$ cat config.mk
export PLATFORM = sky130hd
export DESIGN_NAME = vga_text_engine
export DESIGN_NICKNAME = d
export VERILOG_FILES = /design/src/rtl/vga_text_engine.sv
export SDC_FILE = /design/constraint.sdc
export NUM_CORES = 1
export LEC_CHECK = 0
export ABC_CLOCK_PERIOD_IN_PS = 5000
export CORE_MARGIN = 3
export CORE_UTILIZATION = 51
export DETAILED_ROUTE_END_ITERATION = 12
export HOLD_SLACK_MARGIN = 0.03
export PLACE_DENSITY = 0.86
export SKIP_CTS_REPAIR_TIMING = 1
export SLEW_MARGIN = 25
export SYNTH_ARGS = -nofsm -noshare
export SYNTH_HDL_FRONTEND = slang
export SYNTH_SLANG_ARGS = --single-unit
$ cat constraint.sdc
create_clock -name clk_i -period 5 [get_ports clk_i]
set_input_delay 1 -clock clk_i [delete_from_list [all_inputs] [get_ports clk_i]]
set_output_delay 1 -clock clk_i [all_outputs]
set_load 0.02 [all_outputs]
$ cat src/rtl/vga_text_engine.sv
// Write-port sequencer for the VGA character buffer: runs CLEAR / SCROLL-UP
// commands and arbitrates the single write port, with host writes always winning.
module vga_text_engine #(
   parameter int unsigned N_COL          = 80,
   parameter int unsigned N_ROW          = 30,
   parameter int unsigned CHARS_PER_WORD = 4,
   parameter int unsigned CHAR_WIDTH     = 7,
   parameter int unsigned BUF_ADDR_WIDTH = 10
) (
   input  logic                                 clk_i,
   input  logic                                 rst_i,
   input  logic                                 cmd_valid_i,
   output logic                                 cmd_ready_o,
   input  logic [1:0]                           cmd_op_i,
   input  logic [CHAR_WIDTH-1:0]                fill_char_i,
   output logic                                 busy_o,
   output logic                                 done_o,
   input  logic                                 host_wr_i,
   input  logic [BUF_ADDR_WIDTH-1:0]            host_addr_i,
   input  logic [CHARS_PER_WORD*CHAR_WIDTH-1:0] host_data_i,
   input  logic [CHARS_PER_WORD-1:0]            host_strb_i,
   output logic                                 buf_wr_en_o,
   output logic [BUF_ADDR_WIDTH-1:0]            buf_waddr_o,
   output logic [CHARS_PER_WORD*CHAR_WIDTH-1:0] buf_wdata_o,
   output logic [CHARS_PER_WORD-1:0]            buf_wstrb_o,
   output logic [BUF_ADDR_WIDTH-1:0]            buf_raddr_o,
   input  logic [CHARS_PER_WORD*CHAR_WIDTH-1:0] buf_rdata_i
);

   localparam int unsigned AW  = BUF_ADDR_WIDTH;
   localparam int unsigned DW  = CHARS_PER_WORD * CHAR_WIDTH;
   localparam int unsigned WPR = N_COL / CHARS_PER_WORD;

   localparam logic [AW-1:0] WPR_A      = AW'(WPR);
   localparam logic [AW-1:0] LAST_WORD  = AW'(N_ROW * WPR - 1);
   localparam logic [AW-1:0] LAST_SRC   = AW'((N_ROW - 1) * WPR - 1);
   localparam logic [AW-1:0] FILL_START = AW'((N_ROW - 1) * WPR);

   typedef enum logic [2:0] {
      IDLE, CLR, SCR_RD, SCR_WR, SCR_HOLD, FILL, DONE
   } state_t;

   state_t          state;
   logic [AW-1:0]   ptr;
   logic [DW-1:0]   fill_word;
   logic [DW-1:0]   hold;
   logic            eng_pend;
   logic [DW-1:0]   eng_data;
   logic            grant;

   always_comb begin
      eng_pend = 1'b0;
      eng_data = fill_word;
      case (state)
         CLR, FILL: eng_pend = 1'b1;
         SCR_WR: begin
            eng_pend = 1'b1;
            eng_data = buf_rdata_i;
         end
         SCR_HOLD: begin
            eng_pend = 1'b1;
            eng_data = hold;
         end
         default: ;
      endcase
   end

   assign grant       = eng_pend & ~host_wr_i;
   assign cmd_ready_o = (state == IDLE);
   assign busy_o      = (state != IDLE) && (state != DONE);
   assign done_o      = (state == DONE);
   // Source row is always one row below the destination pointer.
   assign buf_raddr_o = ptr + WPR_A;

   always_ff @(posedge clk_i) begin
      if (rst_i) begin
         state     <= IDLE;
         ptr       <= '0;
         fill_word <= '0;
         hold      <= '0;
      end else begin
         case (state)
            IDLE: begin
               if (cmd_valid_i) begin
                  fill_word <= {CHARS_PER_WORD{fill_char_i}};
                  ptr       <= '0;
                  case (cmd_op_i)
                     2'b01:   state <= CLR;
                     2'b10:   state <= SCR_RD;
                     default: state <= DONE;
                  endcase
               end
            end
            CLR, FILL: begin
               if (grant) begin
                  if (ptr == LAST_WORD) state <= DONE;
                  else                  ptr   <= ptr + AW'(1);
               end
            end
            SCR_RD: state <= SCR_WR;
            SCR_WR, SCR_HOLD: begin
               // Read data is only valid in SCR_WR, so a stalled copy parks it in hold.
               if (grant) begin
                  if (ptr == LAST_SRC) begin
                     ptr   <= FILL_START;
                     state <= FILL;
                  end else begin
                     ptr   <= ptr + AW'(1);
                     state <= SCR_RD;
                  end
               end else if (state == SCR_WR) begin
                  hold  <= buf_rdata_i;
                  state <= SCR_HOLD;
               end
            end
            DONE:    state <= IDLE;
            default: state <= IDLE;
         endcase
      end
   end

   always_ff @(posedge clk_i) begin
      if (rst_i) begin
         buf_wr_en_o <= 1'b0;
         buf_waddr_o <= '0;
         buf_wdata_o <= '0;
         buf_wstrb_o <= '0;
      end else if (host_wr_i) begin
         buf_wr_en_o <= 1'b1;
         buf_waddr_o <= host_addr_i;
         buf_wdata_o <= host_data_i;
         buf_wstrb_o <= host_strb_i;
      end else if (eng_pend) begin
         buf_wr_en_o <= 1'b1;
         buf_waddr_o <= ptr;
         buf_wdata_o <= eng_data;
         buf_wstrb_o <= '1;
      end else begin
         buf_wr_en_o <= 1'b0;
      end
   end

endmodule
==> results.toml <==
[route]
vias = 5125
drt_pass1_iterations = 6
drc = 0
ant_nets = 0
avgViaCountPerCell = 6.11
drt_wl_total_um = 14200
drt_iter0_drc = 510
wl_per_cell_um = 17.0

[power]
ir_drop_mv = 0.326
power.leakage_nw = 2.19
clkPwrFrac = 0.179
fin_total_pwr_mw = 2.77
p_int_mw = 1.60
swShare = 0.423
power_switching_mw = 1.17
pwr-share-seq = 0.330
p_comb_frac = 0.492
p_per_area_mw_per_mm2 = 451

[worst_setup_path]
timing.rr.start = "state[2]"
path_delay_family = "simple AND/OR/NAND/NOR gates"
critPathMostFrequentCell = "nor2_1"
critPathCaptureType = "output port"
reg2reg_slack_ps = 2170
path_buf_inv = 1
crit_type = "reg2out"
crit_chain = "or2_2 > nor2_1 > nor2_1 > clkdlybuf4s50_1"
crit_slowest_cell = "dfxtp_1"
r2r_cells = 4
crit_fanout = 25
worstPathRequired_ps = 4000
crit_path_max_incr_delay_ps = 790
arrival_ps = 2630
timing.rr.end = "ptr[6]"
start_kind = "register"

[layout]
final_area_mm2 = 0.00614
drive_above_1_share = 0.0383
final_cells = 839
fin_util = 0.701
area_growth_pct = 32.4
antenna_cells = 0
nets = 818

[die]
die_area_mm2 = 0.0103
die_w_um = 101
die_h_um = 101
fp.coreArea_mm2 = 0.00876
io_pins = 139
start_util = 0.529
fp-row-count = 34

[timing]
tightest_slew_ps = 977
setup_viol = 0
fmax_mhz = 275
slew_violations = 0
fin_skew_ps = 15.1
tns_ps = 0
fin_ws_ps = 1370
post-route-period-util = 0.727
hold_viol = 0
rsz0062_at_grt = "false"
post-route-min-period_ps = 3630
whs_ps = 463
slew_headroom = 0.349

[place]
hpwl_um = 9590
post_dp_cell_area_mm2 = 0.00594
pre_cts_ws_ps = 1720
place_inst = 824
place.gp.congestion = 0.889
port_buffers = 138

[clock_network]
clockBufferDepth = 2
path_clk_slew_ps = 80
cts_tree = "yes"
cts-root-buf = "clkbuf_8"
clock-sinks = 91
clk_latency_ps = 360
numCtsBuffers = 9
h-tree-depth = 3

[min_path]
holdCritStartpoint = "hold[17]"
hold_path_end = "hold[17]"
hp-class = "reg2reg"
holdPathStages = 2

[synth]
synth_top_area_frac = 0.393
ys_warn_count = 0
yosys-top-cells-area = "dfxtp_1 (39%), a21oi_1 (11%), nand2_1 (9.1%), o22ai_1 (6.9%), nor2_1 (5.8%)"
synth-edff-count = 0
synthesis.nets = 724
ys_types = 48
yosys.area.top_type = "dfxtp_1"
syn_area_mm2 = 0.00464
syn_avg_cell_area_um2 = 7.33
synth_cells = 633
ys_seq_area_frac = 0.393
yosys-top-cells-count = "nand2_1 (113), a21oi_1 (104), dfxtp_1 (91), nor2_1 (72), o22ai_1 (51)"
ys_ff_latch = 91
synth-async-reset-ratio = 0
synth_flop_cell = "dfxtp_1"
yosysMostFrequentCell = "nand2_1"

[grt]
overflow = 0
grt_antenna_before_repair = 0
track_usage = 0.268
grt_first_pass_wirelength_um = 22500
grt_max_degree = 98
grt_pass1_vias = 4794

[status]
status = "finished clean"

[run]
drv.max_cap_violation_count = 0
==> registers in the layout (all words and copies together) (netlist names) <==
| name | count |
|---|---|
| fill_word | 7 |
| buf_waddr_o | 10 |
| hold | 28 |
| buf_wstrb_o | 4 |
| buf_wdata_o | 28 |
| buf_wr_en_o | 1 |
| ptr | 10 |
| state | 3 |
==> tightest hold or removal path, delay by kind of cell (launching register included) <==
kind | cells | cell delay, ps
DFF | 1 | 320
AOI/OAI and AO/OA | 1 | 50
and+or+nand+nor | 1 | 50
==> power groups by stage <==
stage | clock network [mW] | registers, mW | logic [mW]
2_1_floorplan | 0 | 0.963 | 0.888
4_1_cts | 0.499 | 0.909 | 1.35
5_1_grt | 0.532 | 0.923 | 1.50
3_3_place_gp | 0 | 0.921 | 1.30
6_report | 0.494 | 0.914 | 1.36
3_5_place_dp | 0 | 0.925 | 1.34
==> layer usage <==
layer / wire length, um / track usage / vias to the layer above
met4: 473 / 0.120 / 0
met1: 5590 / 0.351 / 2318
met5: 0 / 0 / -
met2: 6670 / 0.421 / 332
li1: - / - / 2431
met3: 1490 / 0.0654 / 44
==> layout make-up <==
class                   count  area, um^2
flip-flops and latches     91        1820
well taps                 108         135
inverters                  11        41.3
clock inverters             4        51.3
clock buffers              11         141
repair buffers            142        1400
fillers                   731        2620
multi-input cells         472        2550
==> layout by cell type, fill, tap and decap left out, drive strengths merged, types with 2 or more instances in the layout <==
cell type      Yosys  layout
a211o              4       4
a211oi             2       2
a21o              11      11
a21oi            104     104
a221oi             7       7
a22oi             23      23
and2               2       2
and3               3       3
and3b              2       2
buf               17       6
clkbuf            42      11
clkdlybuf4s50      0     136
clkinv             1       3
dfxtp             91      91
ha                 8       8
inv               10      10
nand2            114     114
nand3              6       6
nand4              6       6
nor2              72      72
nor2b              2       2
nor3              10      10
nor3b              2       2
o2111ai            2       2
o211ai             2       2
o21ai              9       9
o22ai             51      51
o31ai              2       2
or2                3       3
or4                2       2
xnor2              4       4
xor2               6       6
==> cell families (layout without fill, tap and decap cells) <==
group	after synthesis	in the layout	synth area share
adders and majority gates	8	8	0.0216
buffers and inverters	70	168	0.0601
DFF	91	91	0.393
xor gates and xnor gates	10	10	0.0189
and+or+nand+nor	231	231	0.213
AOI/OAI and AO/OA	223	223	0.293
==> how the worst max path moves through the flow <==
stage	startpoint	end	slack, ps	cells after the start
3_3_place_gp	host_wr_i	hold[6]	1800	4
5_1_grt	state[2]	busy_o	1250	4
2_1_floorplan	state[0]	busy_o	2270	5
3_5_place_dp	host_wr_i	hold[14]	1720	4
6_report	state[2]	busy_o	1370	4
4_1_cts	state[2]	busy_o	1410	4
Note: power is estimated with default switching activity, not from simulation.
